File: config.mk
export PLATFORM = sky130hd
export DESIGN_NAME = branch_redirect_ctrl
export DESIGN_NICKNAME = d
export VERILOG_FILES = /design/src/rtl/branch_redirect_ctrl.sv
export SDC_FILE = /design/constraint.sdc
export NUM_CORES = 1
export LEC_CHECK = 0
export CAP_MARGIN = 20
export CORE_AREA = 2 2 90 92
export DETAILED_ROUTE_END_ITERATION = 10
export DIE_AREA = 0 0 92 94
export GPL_TIMING_DRIVEN = 0
export PLACE_DENSITY = 0.85
export SYNTH_ARGS = -nofsm -noshare
export SYNTH_HDL_FRONTEND = slang
export SYNTH_SLANG_ARGS = --single-unit
File: constraint.sdc
create_clock -name CLK -period 2.7 [get_ports CLK]
set_clock_uncertainty 0.1 [all_clocks]
set_input_delay 0.675 -clock CLK [delete_from_list [all_inputs] [get_ports CLK]]
set_output_delay 0.675 -clock CLK [all_outputs]
set_load 0.005 [all_outputs]
File: src/rtl/branch_redirect_ctrl.sv
// ---------------------------------------------------------------------------
// branch_redirect_ctrl
//   Resolves conditional branches and jumps in EX under static
//   predict-not-taken. On a taken, aligned target it drives the PC mux with
//   the redirect address and holds it until fetch accepts (PC_READY). It then
//   keeps IF/ID and ID/EX flushed for FLUSH_CYCLES more cycles. While busy,
//   EX inputs are wrong-path and are ignored. Saturating statistics counters.
//
// Ports
//   CLK, RESET              clock, async active-high reset
//   EX_VALID/BRANCH/JUMP    EX-stage instruction qualifiers
//   FUNCT3, ZERO, LT, LTU   branch condition select and ALU compare flags
//   TARGET                  computed branch/jump target
//   PC_READY                fetch accepts NEXT_PC this cycle
//   PC_MUX, NEXT_PC         redirect request to the PC mux
//   FLUSH_IFID, FLUSH_IDEX  pipeline squash
//   BUSY                    controller not idle
//   ILLEGAL, MISALIGN       one-cycle error pulses
//   BR_CNT, TAKEN_CNT       saturating statistics
// ---------------------------------------------------------------------------
module branch_redirect_ctrl #(
    parameter int ADDR_W       = 32,
    parameter int FLUSH_CYCLES = 2,
    parameter int CNT_W        = 16
) (
    input  logic              CLK,
    input  logic              RESET,
    input  logic              EX_VALID,
    input  logic              BRANCH,
    input  logic              JUMP,
    input  logic [2:0]        FUNCT3,
    input  logic              ZERO,
    input  logic              LT,
    input  logic              LTU,
    input  logic [ADDR_W-1:0] TARGET,
    input  logic              PC_READY,
    output logic              PC_MUX,
    output logic [ADDR_W-1:0] NEXT_PC,
    output logic              FLUSH_IFID,
    output logic              FLUSH_IDEX,
    output logic              BUSY,
    output logic              ILLEGAL,
    output logic              MISALIGN,
    output logic [CNT_W-1:0]  BR_CNT,
    output logic [CNT_W-1:0]  TAKEN_CNT
);

    typedef enum logic [1:0] {S_IDLE, S_REDIRECT, S_FLUSH} state_t;

    localparam logic [3:0]       FC      = 4'(FLUSH_CYCLES);
    localparam logic [CNT_W-1:0] CNT_MAX = '1;

    state_t            state_q, state_d;
    logic [ADDR_W-1:0] target_q, target_d;
    logic [3:0]        fcnt_q, fcnt_d;
    logic [CNT_W-1:0]  br_cnt_q, br_cnt_d;
    logic [CNT_W-1:0]  taken_cnt_q, taken_cnt_d;
    logic              illegal_q, illegal_d;
    logic              misalign_q, misalign_d;

    logic              sample, f3_legal, cond, br_legal, taken, go;
    logic [ADDR_W-1:0] tgt;

    // Decode is only meaningful in IDLE; anything seen while busy is wrong-path.
    always_comb begin
        sample   = (state_q == S_IDLE) && EX_VALID;
        f3_legal = (FUNCT3[2:1] != 2'b01);
        case (FUNCT3)
            3'b000:  cond = ZERO;
            3'b001:  cond = !ZERO;
            3'b100:  cond = LT;
            3'b101:  cond = !LT;
            3'b110:  cond = LTU;
            3'b111:  cond = !LTU;
            default: cond = 1'b0;
        endcase
        br_legal   = sample && BRANCH && !JUMP && f3_legal;
        taken      = (br_legal && cond) || (sample && JUMP && !BRANCH);
        // JALR semantics: bit 0 of the target is always cleared.
        tgt        = TARGET & ~{{(ADDR_W-1){1'b0}}, 1'b1};
        illegal_d  = sample && BRANCH && (JUMP || !f3_legal);
        misalign_d = taken && tgt[1];
        go         = taken && !tgt[1];
    end

    always_comb begin
        state_d     = state_q;
        target_d    = target_q;
        fcnt_d      = fcnt_q;
        br_cnt_d    = br_cnt_q;
        taken_cnt_d = taken_cnt_q;

        if (br_legal && br_cnt_q != CNT_MAX)
            br_cnt_d = br_cnt_q + 1'b1;

        case (state_q)
            S_IDLE: begin
                if (go) begin
                    state_d  = S_REDIRECT;
                    target_d = tgt;
                    if (taken_cnt_q != CNT_MAX)
                        taken_cnt_d = taken_cnt_q + 1'b1;
                end
            end
            S_REDIRECT: begin
                if (PC_READY) begin
                    fcnt_d  = FC;
                    state_d = (FC == 4'd0) ? S_IDLE : S_FLUSH;
                end
            end
            S_FLUSH: begin
                if (fcnt_q <= 4'd1) begin
                    state_d = S_IDLE;
                    fcnt_d  = 4'd0;
                end else begin
                    fcnt_d = fcnt_q - 4'd1;
                end
            end
            default: state_d = S_IDLE;
        endcase
    end

    always_ff @(posedge CLK or posedge RESET) begin
        if (RESET) begin
            state_q     <= S_IDLE;
            target_q    <= '0;
            fcnt_q      <= 4'd0;
            br_cnt_q    <= '0;
            taken_cnt_q <= '0;
            illegal_q   <= 1'b0;
            misalign_q  <= 1'b0;
        end else begin
            state_q     <= state_d;
            target_q    <= target_d;
            fcnt_q      <= fcnt_d;
            br_cnt_q    <= br_cnt_d;
            taken_cnt_q <= taken_cnt_d;
            illegal_q   <= illegal_d;
            misalign_q  <= misalign_d;
        end
    end

    // Outputs decode only registered state, so they fall with an async reset.
    assign PC_MUX     = (state_q == S_REDIRECT);
    assign NEXT_PC    = PC_MUX ? target_q : '0;
    assign BUSY       = (state_q != S_IDLE);
    assign FLUSH_IFID = BUSY;
    assign FLUSH_IDEX = BUSY;
    assign ILLEGAL    = illegal_q;
    assign MISALIGN   = misalign_q;
    assign BR_CNT     = br_cnt_q;
    assign TAKEN_CNT  = taken_cnt_q;

endmodule

[After elaboration in Yosys (flattened, before gate mapping)]
Cells that the tools add are included.
Operators by class
  add/subtract/negate cells: 3
  magnitude comparators: 1
  eq/ne operators: 13
  muxes and demuxes: 9
  reductions and logical operators: 28
Operators with widths (number)
  adder 16 x 1 -> 16 bit (second input constant): 2
  2-to-1 mux 32 bit: 1
  inequality test 16 bit (second input constant): 2
  == test 3 bit (second input constant): 4
  logical AND 1 bit: 11
  2-to-1 mux 4 bit: 2
  case mux 4 bit (2 select lines): 1
  logical NOT 1 bit: 7
  2-to-1 mux 2 bit: 3
  inequality test 2 bit (second input constant): 3
  case mux 1 bit (6 select lines): 1
  case mux 2 bit (3 select lines): 1
  AND reduction 3 bit: 2
  <= comparator 4 x 1 -> 1 bit (second input constant): 1
  AND reduction 2 bit: 2
  nonzero test 2 bit: 2
  subtractor 4 x 1 -> 4 bit (second input constant): 1
  == test 3 x 1 -> 1 bit (second input constant): 1
  logical NOT 3 bit: 1
  == test 2 x 1 -> 1 bit (second input constant): 1
  == test 2 bit (second input constant): 1
  logical NOT 2 bit: 1
  logical OR 1 bit: 2
  inequality test 2 x 1 -> 1 bit (second input constant): 1
Storage, ports and cells
  register bits: 71
  bits of input ports: 44
  output and inout port bits: 70
  logic and storage cells: 61

[Depth between registers and ports, before layout]
  depth in word-level cells: 10
  gate-level depth with buffers: 6
  depth with buffers taken out: 6

[Least setup slack after synthesis]
Ideal clock, no wire load.
  path kind: input -> register
  start point: input EX_VALID
  end point: register taken_cnt_q[12] (netlist: TAKEN_CNT[12])
  library setup time: 0.125 ns
  data arrival time: 2.101 ns
  data required time: 2.475 ns
  slack: 0.375 ns
  stages on the path: 6
  path buffers: 1
  cells stage by stage: or3b_2 > nor2_1 > o221ai_1 > buf_2 > nor3_1 > mux2_2
On the way
  cells in the longest elaborated chain, start to end: 8
  elaborated cells on any way between the ends: 10
  classes of those cells: reduce/logical (10)
Ends and longest elaborated chain
  start: declaration: line 28  | input logic EX_VALID,
  logical AND 1 bit *: line 66  | sample = (state_q == S_IDLE) && EX_VALID;
  logical AND 1 bit (3 in series): line 77  | br_legal = sample && BRANCH && !JUMP && f3_legal;
  logical AND 1 bit: line 78  | taken = (br_legal && cond) || (sample && JUMP && !BRANCH);
  logical OR 1 bit *: line 78
  logical AND 1 bit *: line 83  | go = taken && !tgt[1];
  AND reduction 3 bit (no line) *
  end signal: assignment: line 137  | taken_cnt_q <= taken_cnt_d;
  end: declaration: line 57  | logic [CNT_W-1:0] taken_cnt_q, taken_cnt_d;
Every way passes the cells marked *; elsewhere a longest branch is shown, timed or not.
A chain may end at the register's enable or synchronous reset.

[Worst setup path after layout]
Ends and elaborated chain as after synthesis.

==> results.md <==
- Number of core rows: 32
- Design area: 0.00490 mm2
- Worst reg2reg endpoint: BR_CNT[1]
- Class of the most critical hold timing path: reg -> reg
- Number of clock buffers inserted by TritonCTS: 9
- Number of failing setup endpoints in the final timing report: 0
- Total Wirelength: 7710 um
- Clock transition at the registers of the reported paths: 0.07 ns
- Mean post-synth cell area: 11.0 um2
- WHS Path Cells: 1
- Final global-route overflow total: 0
- Count of TritonRoute iterations in the first routing pass: 4
- Antenna violations before repair: 0
- Crit path max fanout: 10
- Core ar.: 0.00761 mm2
- Leakage power summed over all cells: 0.00214 uW
- Path type of the worst setup path: in -> reg
- Share of the yosys chip area belonging to registers: 51.9%
- Leading register cell type out of synthesis: sky130_fd_sc_hd__dfrtp_1
- Floorplan die width: 92 um
- Number of enable flip-flop cells after synthesis: 0
- Via density per instance: 5.04
- Number of storage elements in the synthesis netlist: 71
- Number of hold violations in the final report: 0
- IR drop worst, VDD: 387 uV
- Worst flop-to-flop path startpoint: state_q[1]
- Worst skew pair latency: 0.33 ns
- Total number of H-tree levels: 3
- Worst hold endpoint: target_q[14]
- CTS sink count: 71
- Setup TNS: 0 ns
- Root buffer cell: sky130_fd_sc_hd__clkbuf_8
- Largest buffer count on any clock path: 2
- DP Cell Count: 525
- Layout cells sized above 1: 16.6%
- Post-place instance area: 0.00466 mm2
- Critical Path Sink Type: register
- Worst slew margin relative to its limit: 42.6%
- Remaining antenna violation count: 0
- Result of the run: finished, final reports clean
- Final antenna diode count: 0
- Total of buffers placed on input and output ports: 111
- Library cells used by synthesis: 36
- Wire length of the first global-routing pass: 13000 um
- Syn-to-layout area delta: 43.1%
- Placer Congestion: 0.865
- Number of vias after detailed routing: 2727
- Clock tree from TritonCTS: yes
- Number of global-route vias before repair: 2760
- Slew at the pin with the worst max-slew slack: 0.860 ns
- Maximum number of pins on one net before global-route repair: 72
- Total power draw: 3460 uW
- Yosys warning total: 0
- Post-synthesis cell count: 312
- Cell count of the worst reg-to-reg path: 6
- Slack of the worst reg-to-reg path: 0.33 ns
- Post-DP HPWL: 5640 um
- Final Max Tran Viols: 0
- Die Footprint: 0.00865 mm2
- Quantity of hold-fixing buffers added after cts: 0
- Number of design rule violations left after detail routing: 0
- Time the final worst path needs with I/O delays and setup: 2.63 ns
- Share of the clock period used by the worst path after layout: 97.4%
- Aggregate global-route resource usage: 18.7%
- Launching element type of the critical path: primary input
- DRC violation total after the first TritonRoute iteration: 154
- CP arrival: 2.75 ns
- Data required time of the critical path: 2.82 ns
- Ys async rst share: 100%
- Boundary Pins: 114
- Final #Nets: 483
- Max Freq: 0.380 GHz
- Post-route core utilization: 64.4%
- Hold Path Origin: target_q[14]
- RSZ-0062 raised after global routing: yes
- Final cell count without fillers: 541
- Post-synthesis net count: 360
- Maximum Capacitance Violations: 0
- Final routed wire length divided by cell count: 14.2 um
- Initial core utilization: 45.0%
- Total standard cell area after synthesis: 0.00342 mm2
- Overall die height: 94 um
- Total power divided by cell area: 706 mW/mm2
cell usage in the layout, fill, tap and decap left out, types with 6 or more instances in the layout:
cell	synthesis	routed
sky130_fd_sc_hd__nand2b_1	6	6
sky130_fd_sc_hd__nor2_1	14	13
sky130_fd_sc_hd__clkbuf_8	0	11
sky130_fd_sc_hd__clkdlybuf4s50_1	0	111
sky130_fd_sc_hd__nand3_1	14	14
sky130_fd_sc_hd__and2_1	32	32
sky130_fd_sc_hd__buf_4	3	8
sky130_fd_sc_hd__xnor2_1	13	13
sky130_fd_sc_hd__nand4_1	9	9
sky130_fd_sc_hd__nor3_1	15	15
sky130_fd_sc_hd__nand2_1	21	21
sky130_fd_sc_hd__nor4_1	7	7
sky130_fd_sc_hd__mux2_2	36	36
sky130_fd_sc_hd__dfrtp_1	71	71
sky130_fd_sc_hd__xor2_1	16	16
sky130_fd_sc_hd__inv_1	9	8
cells by family after synthesis:
kind of cell	count (synthesis)	synth area share, %
AO/OA/AOI/OAI	15	2.63
XOR/XNOR	29	7.42
adder cells (fa/ha/maj)	4	1.46
buffers and inverters	22	3.11
flip-flops	71	51.9
multiplexers	36	11.8
other	1	0.110
AND/OR/NAND/NOR	134	21.5
layer usage:
metal | wire length [um] | global-route usage (%) | part of all wire (%)
met5 | 0 | 0 | 0
met4 | 22 | 5.22 | 0.29
met3 | 452 | 3.93 | 5.9
met2 | 3780 | 31.7 | 49
met1 | 3450 | 24.5 | 45
through the flow:
step / hold slack (ns) / setup slack, ns
2_1_floorplan: 0.344 / 0.128
3_3_place_gp: 0.361 / -1.08
3_5_place_dp: 0.376 / -0.294
4_1_cts: 0.399 / 0.0260
5_1_grt: 0.409 / -0.0269
6_report: 0.399 / 0.0694
area by class of cell:
class                           instances  area (um2)
Inverter                                9        36.3
Sequential cell                        71        1780
Multi-Input combinational cell        219        1550
Clock buffer                           10         138
Clock inverter                          5        58.8
Tap cell                              102         128
Buffer                                 12        90.1
Timing Repair Buffer                  113        1130
Fill cell                             614        2710
worst max path at each step:
stage / startpoint / endpoint / slack, ns / cells after the start
final: EX_VALID / TAKEN_CNT[12] / 0.07 / 7
after global placement: RESET / target_q[12] / -1.08 / 2
after detailed placement: EX_VALID / TAKEN_CNT[12] / -0.29 / 7
after global routing: EX_VALID / TAKEN_CNT[12] / -0.03 / 7
after CTS: state_q[1] / NEXT_PC[25] / 0.03 / 4
after floorplan: RESET / BR_CNT[0] / 0.13 / 1
synth_stat cells, types with 5 or more instances:
| cell | instances | area share, % |
|---|---|---|
| sky130_fd_sc_hd__nand3_1 | 14 | 2.0 |
| sky130_fd_sc_hd__dfrtp_1 | 71 | 52 |
| sky130_fd_sc_hd__nor2_1 | 14 | 1.5 |
| sky130_fd_sc_hd__xnor2_1 | 13 | 3.3 |
| sky130_fd_sc_hd__inv_1 | 9 | 0.99 |
| sky130_fd_sc_hd__nand2_1 | 21 | 2.3 |
| sky130_fd_sc_hd__nor4_1 | 7 | 1.3 |
| sky130_fd_sc_hd__nor3_1 | 15 | 2.2 |
| sky130_fd_sc_hd__mux2_2 | 36 | 12 |
| sky130_fd_sc_hd__clkbuf_1 | 5 | 0.55 |
| sky130_fd_sc_hd__and2_1 | 32 | 5.8 |
| sky130_fd_sc_hd__and3_1 | 5 | 0.91 |
| sky130_fd_sc_hd__o21ai_0 | 5 | 0.73 |
| sky130_fd_sc_hd__xor2_1 | 16 | 4.1 |
| sky130_fd_sc_hd__nand2b_1 | 6 | 1.1 |
| sky130_fd_sc_hd__nand4_1 | 9 | 1.6 |
state kept, by name (all words and copies together), names as in the netlist:
signal and count:
fcnt_q 4, TAKEN_CNT 16, MISALIGN 1, state_q 2, BR_CNT 16, target_q 31, ILLEGAL 1
power by group:
part           total, uW  internal, uW  switching [uW]
clock network        841           447             394
logic               1010           639             372
registers           1610          1390             221
critical path, cell delays in order:
cell                              delay, ns
sky130_fd_sc_hd__clkdlybuf4s50_1       0.47
sky130_fd_sc_hd__or3b_2                0.48
sky130_fd_sc_hd__nor2_1                0.16
sky130_fd_sc_hd__o221ai_1              0.18
sky130_fd_sc_hd__buf_4                 0.22
sky130_fd_sc_hd__nor3_1                0.20
sky130_fd_sc_hd__mux2_2                0.36
repair_timing:
action,in CTS,in global routing
endpoints found under the setup margin,32,21
gates resized for setup,9,7
setup buffers,2,0
Note: power is estimated with default switching activity, not from simulation.
